**config.mk**
```make
export PLATFORM = sky130hd
export DESIGN_NAME = mips_alu_seq_flat
export DESIGN_NICKNAME = d
export VERILOG_FILES = /design/src/rtl/mips_alu_seq_if.sv /design/src/rtl/mips_alu_seq.sv /design/src/flat_wrapper.sv
export SDC_FILE = /design/constraint.sdc
export NUM_CORES = 1
export LEC_CHECK = 0
export BUFFER_PORTS_ARGS = -buffer_cell sky130_fd_sc_hd__buf_4
export CORE_MARGIN = 1
export CORE_UTILIZATION = 33
export CTS_BUF_LIST = sky130_fd_sc_hd__clkbuf_16
export DETAILED_ROUTE_END_ITERATION = 10
export PLACE_DENSITY = 0.58
export REMOVE_ABC_BUFFERS = 1
export SETUP_SLACK_MARGIN = 0.1
export SYNTH_ARGS = -nofsm -noshare
export SYNTH_HDL_FRONTEND = slang
export SYNTH_SLANG_ARGS = --single-unit
```
**constraint.sdc**
```tcl
create_clock -name clk -period 3.4 [get_ports clk]
set_input_delay 0.51 -clock clk [delete_from_list [all_inputs] [get_ports clk]]
set_output_delay 0.51 -clock clk [all_outputs]
set_load 0.02 [all_outputs]
```
**src/rtl/mips_alu_seq_if.sv**
```systemverilog
// Operand/result handshake bundle for mips_alu_seq: valid/ready in, valid/ready out.
// master = upstream decode/regread plus downstream writeback; slave = the ALU.
interface mips_alu_seq_if #(
  parameter int WIDTH = 8
);
  logic             in_valid;
  logic             in_ready;
  logic [3:0]       alu_ctl;
  logic [WIDTH-1:0] a;
  logic [WIDTH-1:0] b;
  logic             out_valid;
  logic             out_ready;
  logic [WIDTH-1:0] alu_out;
  logic [WIDTH-1:0] alu_hi;
  logic             zero;
  logic             overflow;

  modport master (
    output in_valid, alu_ctl, a, b, out_ready,
    input  in_ready, out_valid, alu_out, alu_hi, zero, overflow
  );

  modport slave (
    input  in_valid, alu_ctl, a, b, out_ready,
    output in_ready, out_valid, alu_out, alu_hi, zero, overflow
  );
endinterface

```
**src/rtl/mips_alu_seq.sv**
```systemverilog
// Registered MIPS ALU with shifts and an iterative shift-add unsigned multiply.
// Define ALU_OVERFLOW_EN to build signed ADD/SUB overflow detection; otherwise overflow is 0.
module mips_alu_seq #(
  parameter int WIDTH = 8,
  parameter int SHW   = $clog2(WIDTH)
) (
  input  logic          clk,
  input  logic          reset,
  mips_alu_seq_if.slave bus
);

  localparam logic [3:0] OP_AND  = 4'b0000;
  localparam logic [3:0] OP_OR   = 4'b0001;
  localparam logic [3:0] OP_ADD  = 4'b0010;
  localparam logic [3:0] OP_SUB  = 4'b0110;
  localparam logic [3:0] OP_SLT  = 4'b0111;
  localparam logic [3:0] OP_NOR  = 4'b1100;
  localparam logic [3:0] OP_SLL  = 4'b0011;
  localparam logic [3:0] OP_SRL  = 4'b0100;
  localparam logic [3:0] OP_MULT = 4'b1000;

  typedef enum logic [1:0] {S_IDLE, S_MUL, S_HOLD} state_t;

  state_t                  r_state;
  state_t                  w_state_nxt;
  logic                    w_accept;
  logic                    w_is_mult;
  logic signed [WIDTH-1:0] w_a_s;
  logic signed [WIDTH-1:0] w_b_s;
  logic [WIDTH-1:0]        w_sum;
  logic [WIDTH-1:0]        w_diff;
  logic [WIDTH-1:0]        w_res;

  logic [2*WIDTH-1:0]      r_mcand;
  logic [WIDTH-1:0]        r_mplier;
  logic [2*WIDTH-1:0]      r_prod;
  logic [2*WIDTH-1:0]      w_prod_nxt;
  logic [SHW-1:0]          r_cnt;
  logic                    w_mul_last;

  logic                    r_out_valid;
  logic [WIDTH-1:0]        r_alu_out;
  logic [WIDTH-1:0]        r_alu_hi;
  logic                    r_zero;

  assign bus.in_ready = (r_state == S_IDLE) | ((r_state == S_HOLD) & bus.out_ready);
  assign w_accept     = bus.in_valid & bus.in_ready;
  assign w_is_mult    = (bus.alu_ctl == OP_MULT);

  assign w_a_s  = $signed(bus.a);
  assign w_b_s  = $signed(bus.b);
  assign w_sum  = bus.a + bus.b;
  assign w_diff = bus.a - bus.b;

  always_comb begin
    w_res = '0;
    case (bus.alu_ctl)
      OP_AND:  w_res = bus.a & bus.b;
      OP_OR:   w_res = bus.a | bus.b;
      OP_ADD:  w_res = w_sum;
      OP_SUB:  w_res = w_diff;
      OP_SLT:  w_res = {{(WIDTH-1){1'b0}}, (w_a_s < w_b_s)};
      OP_NOR:  w_res = ~(bus.a | bus.b);
      OP_SLL:  w_res = bus.a << bus.b[SHW-1:0];
      OP_SRL:  w_res = bus.a >> bus.b[SHW-1:0];
      default: w_res = '0;
    endcase
  end

`ifdef ALU_OVERFLOW_EN
  logic w_res_ovf;
  logic r_ovf;

  function automatic logic add_ovf(input logic signed [WIDTH-1:0] x,
                                   input logic signed [WIDTH-1:0] y,
                                   input logic signed [WIDTH-1:0] s);
    return (x[WIDTH-1] == y[WIDTH-1]) && (s[WIDTH-1] != x[WIDTH-1]);
  endfunction

  function automatic logic sub_ovf(input logic signed [WIDTH-1:0] x,
                                   input logic signed [WIDTH-1:0] y,
                                   input logic signed [WIDTH-1:0] s);
    return (x[WIDTH-1] != y[WIDTH-1]) && (s[WIDTH-1] != x[WIDTH-1]);
  endfunction

  always_comb begin
    w_res_ovf = 1'b0;
    case (bus.alu_ctl)
      OP_ADD:  w_res_ovf = add_ovf(w_a_s, w_b_s, $signed(w_sum));
      OP_SUB:  w_res_ovf = sub_ovf(w_a_s, w_b_s, $signed(w_diff));
      default: w_res_ovf = 1'b0;
    endcase
  end

  // MULT clears overflow at accept so its later result carries 0.
  always_ff @(posedge clk) begin
    if (reset) begin
      r_ovf <= 1'b0;
    end else if (w_accept) begin
      r_ovf <= w_is_mult ? 1'b0 : w_res_ovf;
    end
  end

  assign bus.overflow = r_ovf;
`else
  assign bus.overflow = 1'b0;
`endif

  // Stage: control state register
  always_ff @(posedge clk) begin
    if (reset) r_state <= S_IDLE;
    else       r_state <= w_state_nxt;
  end

  always_comb begin
    w_state_nxt = r_state;
    case (r_state)
      S_IDLE: if (w_accept) w_state_nxt = w_is_mult ? S_MUL : S_HOLD;
      S_MUL:  if (w_mul_last) w_state_nxt = S_HOLD;
      S_HOLD: if (bus.out_ready) begin
                if (w_accept) w_state_nxt = w_is_mult ? S_MUL : S_HOLD;
                else          w_state_nxt = S_IDLE;
              end
      default: w_state_nxt = S_IDLE;
    endcase
  end

  // Stage: shift-add multiplier datapath, one multiplier bit per cycle
  assign w_prod_nxt = r_prod + (r_mplier[0] ? r_mcand : '0);
  assign w_mul_last = (r_cnt == SHW'(WIDTH - 1));

  always_ff @(posedge clk) begin
    if (w_accept) begin
      r_mcand  <= {{WIDTH{1'b0}}, bus.a};
      r_mplier <= bus.b;
      r_prod   <= '0;
    end else if (r_state == S_MUL) begin
      r_prod   <= w_prod_nxt;
      r_mcand  <= r_mcand << 1;
      r_mplier <= r_mplier >> 1;
    end
  end

  // Stage: result registers; data is left untouched when a result drains
  always_ff @(posedge clk) begin
    if (reset) begin
      r_out_valid <= 1'b0;
      r_alu_out   <= '0;
      r_alu_hi    <= '0;
      r_zero      <= 1'b0;
      r_cnt       <= '0;
    end else if (w_accept) begin
      r_cnt <= '0;
      if (w_is_mult) begin
        r_out_valid <= 1'b0;
      end else begin
        r_out_valid <= 1'b1;
        r_alu_out   <= w_res;
        r_alu_hi    <= '0;
        r_zero      <= (w_res == '0);
      end
    end else if (r_state == S_MUL) begin
      r_cnt <= r_cnt + SHW'(1);
      if (w_mul_last) begin
        r_out_valid <= 1'b1;
        r_alu_out   <= w_prod_nxt[WIDTH-1:0];
        r_alu_hi    <= w_prod_nxt[2*WIDTH-1:WIDTH];
        r_zero      <= (w_prod_nxt[WIDTH-1:0] == '0);
      end
    end else if ((r_state == S_HOLD) && bus.out_ready) begin
      r_out_valid <= 1'b0;
    end
  end

  assign bus.out_valid = r_out_valid;
  assign bus.alu_out   = r_alu_out;
  assign bus.alu_hi    = r_alu_hi;
  assign bus.zero      = r_zero;

endmodule

```
**src/flat_wrapper.sv**
```systemverilog
// flat-port wrapper written by rule: the top's interface ports become plain ports
module mips_alu_seq_flat 
#(
  parameter int WIDTH = 8,
  parameter int SHW   = $clog2(WIDTH)
)
  (clk, reset, bus_in_valid, bus_alu_ctl, bus_a, bus_b, bus_out_ready, bus_in_ready, bus_out_valid, bus_alu_out, bus_alu_hi, bus_zero, bus_overflow);
  mips_alu_seq_if #(.WIDTH(WIDTH)) bus_i ();
  input  logic clk;
  input  logic reset;
  input wire logic [$bits(bus_i.in_valid)-1:0] bus_in_valid;
  input wire logic [$bits(bus_i.alu_ctl)-1:0] bus_alu_ctl;
  input wire logic [$bits(bus_i.a)-1:0] bus_a;
  input wire logic [$bits(bus_i.b)-1:0] bus_b;
  input wire logic [$bits(bus_i.out_ready)-1:0] bus_out_ready;
  output wire logic [$bits(bus_i.in_ready)-1:0] bus_in_ready;
  output wire logic [$bits(bus_i.out_valid)-1:0] bus_out_valid;
  output wire logic [$bits(bus_i.alu_out)-1:0] bus_alu_out;
  output wire logic [$bits(bus_i.alu_hi)-1:0] bus_alu_hi;
  output wire logic [$bits(bus_i.zero)-1:0] bus_zero;
  output wire logic [$bits(bus_i.overflow)-1:0] bus_overflow;
  assign bus_i.in_valid = bus_in_valid;
  assign bus_i.alu_ctl = bus_alu_ctl;
  assign bus_i.a = bus_a;
  assign bus_i.b = bus_b;
  assign bus_i.out_ready = bus_out_ready;
  assign bus_in_ready = bus_i.in_ready;
  assign bus_out_valid = bus_i.out_valid;
  assign bus_alu_out = bus_i.alu_out;
  assign bus_alu_hi = bus_i.alu_hi;
  assign bus_zero = bus_i.zero;
  assign bus_overflow = bus_i.overflow;
  mips_alu_seq #(.WIDTH(WIDTH), .SHW(SHW)) u_core (.clk(clk), .reset(reset), .bus(bus_i));
endmodule
```
==> impl_metrics.ini, run 1 <==
[run_status]
outcome = finished clean

[grt]
grt_pass1_wl_um = 22200
grt_pass1_vias = 4372
grt_overflow = 0
grt_max_degree = 57
grt_antenna_before_repair = 0
globalRouteTotalUtil_pct = 19.0

[critical_path]
slowest_stage = edfxtp_1
rrSetupSlack_ns = 0.61
critPathLaunchType = register
crit_fanout = 15
r2r-start = u_core.r_mplier[0]
r2r_cells = 11
arrival_ns = 3.00
cp_cell_sequence = buf_4, and2_1, ha_1, nor2b_1, o31a_1, o211ai_1, a31oi_1, a21o_1, a21oi_1, xnor2_1, a22o_1
crit_family = compound AO/OA/AOI/OAI gates
critPathMaxStageDelay_ns = 0.37
cp.buffers_inverters = 1
r2r-end = u_core.bus.alu_hi[6]
critPathRequiredTime_ns = 3.62
critPathKind = reg2reg
end_kind = register

[clock_tree]
cts_resized = 0
cts_tree = yes
ctsHtreeMaxLevel = 3
cts_buffers = 9
clk_latency_ns = 0.33
cts_root_buf = clkbuf_16
clk_transition_reported_paths_ns = 0.06
hold_buffers = 0
clock_path_buffers = 2
postCtsSetupBuffers = 0
cts.sinks = 63

[layout]
fin_area_um2 = 5600
final_nets = 703
num_antenna_cells = 0
areaGrowthSynthToFinish_pct = 15.5
final_common_cell = nand2_1
n_fill_cell = 1431
layout_common_cells = nand2_1 (66), nor2_1 (54), buf_4 (49)
final_cells = 818
drive_gt1_share_pct = 11.9

[sta]
timing_max_transition_violations_final = 0
slew_headroom_pct = 49.1
rsz0062_at_grt = false
setup_viol = 0
finalClockSkew_ns = 0.0137
final-hold-violation-count = 0
fmax_ghz = 0.359
worstMarginPinSlew_ns = 0.752
hold_ws_ns = 0.451
fin_setup_tns_ns = 0
finalCriticalPeriod_ns = 2.79
min_period_over_period_pct = 81.9

[logic_synthesis]
yosysWarnings = 0
ys.flop_type = dfxtp_1
synth_top_area_cell = dfxtp_1
yosysUniqueCellTypes = 71
ys_top_cells_by_area = dfxtp_1 (19%), ha_1 (11%), edfxtp_1 (9.9%), nand2_1 (5.1%), nor2_1 (4.2%)
yosysSeqAreaShare_pct = 29.3
synth.avg_cell_area_um2 = 7.98
ys_async_sr_fraction_pct = 0
syn-cell-area_um2 = 4850
synth-seq-cells = 63
syn_inst = 608
synth_edf_count = 16
synth_top_area_share_pct = 19.4

[drt]
vias = 4543
viasPerCell = 5.55
route.detailed.drc = 0
routed_wl_um = 13900
dr.pass1.iters = 5
wl_per_cell_um = 16.9
drt-initial-drc-count = 315
ant_nets = 0

[floorplanning]
die_y_um = 123
design.core.area_um2 = 14100
rows = 43
dieArea_um2 = 15200
num_io_pins = 44
fp.dieW_um = 123
start_util_pct = 34.4

[power]
ir_drop_v = 0.000234
p_per_area_nw_per_um2 = 399
power_leakage_nw = 2.42

[place]
post_dp_cell_area_um2 = 5290
port-buffer-count = 42
dp.cells = 802
hpwl_um = 10500
place_congestion = 0.899

[hold_path]
hold_path_end = u_core.r_mcand[10]
hold_depth = 2
hp-start = u_core.r_mcand[9]
hp-class = reg2reg

[run]
cap_violations = 0
[synth_stat cells, drive strengths merged (3+ instances only)]
library cell,instances
nand2,66
nor2,55
dfxtp,47
o21ai,44
ha,43
a21oi,39
inv,30
nand3,23
clkbuf,22
and2,19
nor3,18
edfxtp,16
buf,13
mux2i,13
a22oi,10
nand2b,9
a22o,8
o211ai,8
xnor2,8
xor2,8
a211oi,7
o21a,7
a21o,6
and3,6
nor2b,6
nand3b,5
a31oi,4
nand4,4
o22ai,4
o31ai,4
or2,4
a211o,3
a221oi,3
a311oi,3
a32oi,3
fa,3
nand4b,3
or3,3
[routing by layer]
metal | global-route usage [%] | routed length [um] | vias up
met4 | 7.30 | 287 | 0
met3 | 3.23 | 863 | 18
met1 | 24.5 | 6200 | 2117
met5 | 0 | 0 | -
met2 | 31.6 | 6500 | 174
li1 | - | - | 2234
[worst reg2reg max path, stage by stage, from the launching register on]
cell and delay (ns):
edfxtp_1 0.37, buf_4 0.20, and2_1 0.15, ha_1 0.32, nor2b_1 0.16, o31a_1 0.29, o211ai_1 0.24, a31oi_1 0.19
a21o_1 0.21, a21oi_1 0.21, xnor2_1 0.13, a22o_1 0.20
[power breakdown]
| part | total [mW] | internal (mW) | switching [mW] |
|---|---|---|---|
| sequential | 0.824 | 0.808 | 0.0165 |
| combinational | 0.440 | 0.165 | 0.275 |
| clock | 0.972 | 0.635 | 0.337 |
| total | 2.24 | 1.61 | 0.629 |
[cell type report]
type,instances,area [um^2],share of cell area (%)
clock inverters,7,87.6,1.56
well taps,180,225,4.02
multi-input cells,479,3160,56.4
repair buffers,49,368,6.56
flip-flops and latches,63,1420,25.4
inverters,31,116,2.08
clock buffers,9,225,4.02
[stage by stage]
stage          power (mW)  setup slack (ns)  util, %
2_1_floorplan        1.11             0.800        -
3_3_place_gp         1.28             0.473     37.5
3_5_place_dp         1.28             0.452     37.5
4_1_cts              2.24             0.577     39.8
5_1_grt              2.34             0.403     39.8
6_report             2.24             0.614     39.8
[flip-flops by register name (all words and copies together) (netlist names)]
signal,cells
u_core.bus.alu_out,8
u_core.r_prod,16
u_core.r_state,2
u_core.r_cnt,3
u_core.bus.out_valid,1
u_core.r_mplier,8
u_core.bus.zero,1
u_core.bus.alu_hi,8
u_core.r_mcand,16
[how the worst max path moves through the flow]
stage	cells after the start	slack, ns	start	endpoint
global route	11	0.40	u_core.r_mplier[0]	u_core.bus.alu_hi[6]
CTS	11	0.58	u_core.r_mplier[0]	u_core.bus.alu_hi[6]
floorplan	7	0.80	u_core.r_state[0]	u_core.bus.zero
global placement	11	0.47	bus_b[0]	u_core.bus.zero
detailed placement	12	0.45	bus_a[0]	u_core.bus.zero
finish	11	0.61	u_core.r_mplier[0]	u_core.bus.alu_hi[6]
[logic make-up (layout without fill, tap and decap cells)]
logic type	after synthesis	count (layout)	share of synthesized area (%)
adders and majority gates	46	46	12.3
AOI/OAI and AO/OA	171	171	23.3
and+or+nand+nor	229	229	22.9
other	1	1	0.0773
xor gates and xnor gates	16	16	2.89
DFF	63	63	29.3
buffers and inverters	66	96	5.55
muxes	16	16	3.69
No activity file was read; power rests on OpenSTA's default activity.
==> inputs of run 2 (changes only) <==
clock period = 2.7 ns   (was 3.4 ns; I/O delays follow)
==> run 2 against run 1 <==
Fmax is 6.1% higher; clock skew is 0.0081 ns lower; first-iteration DRC count is 3.8% higher; sequential power is 26% higher; global-route usage is 0.37 points higher; utilization is 2.0 points higher; largest cell class unchanged; highest routed layer unchanged; total power is 22% higher; combinational power is 38% higher; worst hold slack worse by 0.11 ns.
==> impl_metrics.ini, run 2 (same netlist as run 1, synthesis figures left out) <==
[drt]
ant_nets = 0
met2WireLength_um = 6790
dr.pass1.iters = 5
wl_met1_um = 6540
route.detailed.drc = 0
drt-initial-drc-count = 327
routed_wl_um = 14200
top_layer = met4
vias = 4641
wl_per_cell_um = 16.6
viasPerCell = 5.44
wl_met3_um = 599

[grt]
grt_pass1_wl_um = 22800
grt_pass1_vias = 4547
globalRouteTotalUtil_pct = 19.4
grt_antenna_before_repair = 0
grt_overflow = 0
grt_max_degree = 58

[power]
p_per_area_nw_per_um2 = 465
share_clk_of_total_power_pct = 39.8
ir_drop_v = 0.000237
p_int_mw = 1.93
power_mw = 2.74
power_switching_uw = 805
power_leakage_nw = 2.59
seq_power_share_pct = 38.0
p_comb_share_pct = 22.3
p_sw_share_pct = 29.4

[run]
cap_violations = 0

[hold_path]
hp-class = in2reg

[critical_path]
critPathMaxStageDelay_ns = 0.39
rrSetupSlack_ns = 0.07
crit_family = compound AO/OA/AOI/OAI gates
cp.buffers_inverters = 2
slowest_stage = edfxtp_1
arrival_ns = 2.84
end_kind = register
critPathKind = reg2reg
crit_fanout = 5
critPathLaunchType = register
critPathRequiredTime_ns = 2.91
cp_cell_sequence = and2_1, ha_2, inv_2, fa_2, nor2b_2, o31a_1, o211ai_1, a31oi_2, buf_4, xnor2_2, nor2_2, a22oi_1, nor2_1

[floorplanning]
design.core.area_um2 = 14100
die_y_um = 123
rows = 43
start_util_pct = 34.4
dieArea_um2 = 15200
num_io_pins = 44
fp.dieW_um = 123

[layout]
n_fill_cell = 1475
num_antenna_cells = 0
layout_common_cells = buf_4 (84), nand2_1 (66), nor2_1 (53)
areaGrowthSynthToFinish_pct = 21.4
drive_gt1_share_pct = 18.3
reg_top3 = u_core.r_mcand x16, u_core.r_prod x16
final_common_cell = buf_4
final_nets = 738
final_cells = 853

[clock_tree]
clk_latency_ns = 0.33
ctsHtreeMaxLevel = 3
hold_buffers = 0
clock_path_buffers = 2
cts_buffers = 9
clk_transition_reported_paths_ns = 0.06
cts_tree = yes
cts_root_buf = clkbuf_16
cts.sinks = 63

[place]
port-buffer-count = 42
place_congestion = 0.876
hpwl_um = 10900
dp.cells = 834

[sta]
rsz0062_at_grt = true
timing_max_transition_violations_final = 0
min_period_over_period_pct = 97.2
worstMarginPinSlew_ns = 0.644
setup_viol = 0
fmax_ghz = 0.381
finalClockSkew_ns = 0.00553
finalCriticalPeriod_ns = 2.63
slew_headroom_pct = 57.1
hold_ws_ns = 0.341
final-hold-violation-count = 0

[run_status]
outcome = finished clean
run 2: power by group through the flow:
stage	sequential (mW)	clock, mW	combinational (mW)
4_1_cts	1.04	1.11	0.596
2_1_floorplan	1.07	0	0.324
5_1_grt	1.04	1.15	0.670
6_report	1.04	1.09	0.609
3_5_place_dp	1.06	0	0.592
3_3_place_gp	1.06	0	0.587
run 2: per-stage QoR:
| step | setup TNS (ns) | utilization (%) | setup WS [ns] | cell area, um^2 |
|---|---|---|---|---|
| final | 0 | 41.8 | 0.0747 | 5890 |
| after global routing | -0.148 | 41.8 | -0.0783 | 5890 |
| after CTS | 0 | 41.3 | 0.104 | 5820 |
| after detailed placement | -0.0655 | 39.2 | -0.0380 | 5530 |
| after global placement | -0.0303 | 39.2 | -0.0303 | 5530 |
| after floorplan | 0 | - | 0.100 | 4700 |
run 2: cell type report:
cell class	count	area, um^2	area share [%]
clock buffer	10	250	4.25
tap	180	225	3.83
sequential	63	1420	24.1
inverter	31	116	1.98
multi-input combinational	479	3210	54.6
timing repair buffer	84	631	10.7
clock inverter	6	31.3	0.531
run 2: repair_timing:
action                     in CTS  in global routing
resized for setup               1                 13
cloned                          0                  0
pin swaps                       1                 12
setup buffers                   0                  3
setup endpoints to repair       2                 13
run 2: worst paths after layout:
kind | startpoint | end | cells after the start
max | u_core.r_mplier[0] | u_core.bus.alu_hi[4] | 13
min | bus_out_ready | u_core.r_state[0] | 3
max reg2reg | u_core.r_mplier[0] | u_core.bus.alu_hi[4] | 13
min reg2reg | u_core.r_mcand[9] | u_core.r_mcand[10] | 2
run 2: worst register-to-register path, cell delays in order, from the launching register on:
cell      delay, ns
edfxtp_1       0.39
and2_1         0.16
ha_2           0.18
inv_2          0.04
fa_2           0.39
nor2b_2        0.13
o31a_1         0.22
o211ai_1       0.16
a31oi_2        0.28
buf_4          0.16
xnor2_2        0.10
nor2_2         0.06
a22oi_1        0.19
nor2_1         0.07
run 2: layer usage:
metal  up-vias  GRT usage [%]
li1       2304              -
met1      2190           24.4
met2       125           33.8
met3        22           3.09
met4         0           5.87
met5         -              0
==> inputs of run 3 (changes only) <==
CORE_ASPECT_RATIO = 1.4   (was default)
GPL_ROUTABILITY_DRIVEN = 0   (was default)
==> run 3 against run 2 <==
Sequential power is essentially flat; fmax grew 5.3%; non-clock buffer count down 3; global-route usage rose by 0.28 points; largest power group unchanged; final cell count increased by 0.70%; critical path depth down 3.
==> impl_metrics.ini, run 3 (same netlist as run 1, synthesis figures left out) <==
[layout]
layout_common_cells = buf_4 (81), nand2_1 (66), nor2_1 (54)
final_common_cell = buf_4
seqCellArea_um2 = 1420
fin_area_um2 = 5950
reg_top3 = u_core.r_mcand x16, u_core.r_prod x16
final_nets = 735
drive_gt1_share_pct = 18.4
multiInputGateArea_um2 = 3250
areaGrowthSynthToFinish_pct = 22.6
n_fill_cell = 1437
num_antenna_cells = 0

[sta]
worstMarginPinSlew_ns = 0.680
final-hold-violation-count = 0
hold_ws_ns = 0.325
slew_headroom_pct = 54.6
timing_max_transition_violations_final = 0
rsz0062_at_grt = true
finalClockSkew_ns = 0.00636
min_period_over_period_pct = 92.4
finalCriticalPeriod_ns = 2.49
fmax_ghz = 0.401
setup_viol = 0
fin_ws_ns = 0.206

[clock_tree]
clk_transition_reported_paths_ns = 0.05
clock_path_buffers = 2
cts_tree = yes
cts_root_buf = clkbuf_16
cts.sinks = 63
ctsHtreeMaxLevel = 3
cts_buffers = 9
hold_buffers = 0
clk_latency_ns = 0.34

[drt]
wl_per_cell_um = 16.9
ant_nets = 0
dr.pass1.iters = 5
route.detailed.drc = 0
viasPerCell = 5.53
drt-initial-drc-count = 271
vias = 4748
routed_wl_um = 14500

[grt]
grt_antenna_before_repair = 0
globalRouteTotalUtil_pct = 19.7
use_met3_pct = 3.63
grt_max_degree = 58
grtUsageMet1_pct = 21.1
grt_overflow = 0
top_usage_layer = met2
grt_pass1_vias = 4831
grt_pass1_wl_um = 23600
use_met2_pct = 34.8

[critical_path]
critPathMaxStageDelay_ns = 0.42
crit_fanout = 8
crit_family = compound AO/OA/AOI/OAI gates
critPathKind = reg2reg
critPathRequiredTime_ns = 2.93
cp_cell_sequence = buf_4, and2_1, ha_1, or3_1, o211ai_1, a31oi_2, a21o_1, a21oi_2, xnor2_1, a22o_1
critPathLaunchType = register
slowest_stage = edfxtp_1
arrival_ns = 2.72
cp.buffers_inverters = 1
end_kind = register

[place]
hpwl_um = 11200
port-buffer-count = 42
post_dp_cell_area_um2 = 5520
dp_slack_ns = -0.00195

[power]
p_comb_share_pct = 21.4
power_leakage_nw = 2.61
ir_drop_v = 0.000281
p_sw_share_pct = 28.1
power_switching_uw = 809
seq_power_share_pct = 36.2
share_clk_of_total_power_pct = 42.4
p_per_area_nw_per_um2 = 484
p_int_mw = 2.07

[floorplanning]
dieArea_um2 = 15200
die_y_um = 145
start_util_pct = 33.7
fp.dieW_um = 104
design.core.area_um2 = 14400
rows = 52
num_io_pins = 44

[hold_path]
hp-class = in2reg

[run_status]
outcome = finished clean

[run]
cap_violations = 0
==> run 3: through the flow <==
stage          utilization (%)  TNS (ns)  total power, mW  std cells
2_1_floorplan                -         0             1.39        573
3_3_place_gp              38.4  -0.00630             1.64        840
3_5_place_dp              38.4  -0.00195             1.65        840
4_1_cts                   40.6         0             2.88        856
5_1_grt                   41.4         0             3.01        859
6_report                  41.4         0             2.88        859
==> run 3: final cells by class <==
type,count,share of cell area [%]
clock inverter,7,1.49
clock buffer,9,3.79
sequential,63,23.9
tap,189,3.98
inverter,31,1.96
multi-input combinational,479,54.7
timing repair buffer,81,10.2
==> run 3: worst register-to-register path: stages (launching register included) <==
cell and delay (ns):
edfxtp_1 0.42, buf_4 0.19, and2_1 0.15, ha_1 0.22
or3_1 0.38, o211ai_1 0.28, a31oi_2 0.14, a21o_1 0.18
a21oi_2 0.14, xnor2_1 0.09, a22o_1 0.20
==> run 3: power groups by stage <==
stage,combinational (mW),sequential (mW),clock (mW)
2_1_floorplan,0.324,1.07,0
3_3_place_gp,0.580,1.06,0
3_5_place_dp,0.589,1.06,0
4_1_cts,0.592,1.04,1.24
5_1_grt,0.677,1.05,1.29
6_report,0.616,1.04,1.22
==> run 3: routing by layer <==
metal  routed length [um]  vias to the layer above
li1                     -                     2294
met1                 5610                     2254
met2                 7370                      150
met3                  776                       50
met4                  782                        0
met5                    0                        -
==> run 3: final timing paths <==
path	cells past startpoint	start	slack, ns	to
worst max-delay path	10	u_core.r_mplier[0]	0.21	u_core.bus.alu_hi[6]
worst min-delay path	3	bus_out_ready	0.33	u_core.r_state[0]
worst max register to register	10	u_core.r_mplier[0]	0.21	u_core.bus.alu_hi[6]
worst min register to register	2	u_core.r_mcand[11]	0.45	u_core.r_mcand[12]
==> run 3: what timing repair did <==
action,in CTS,in global routing
setup buffers,0,3
gates resized for setup,0,20
endpoints found under the setup margin,0,11
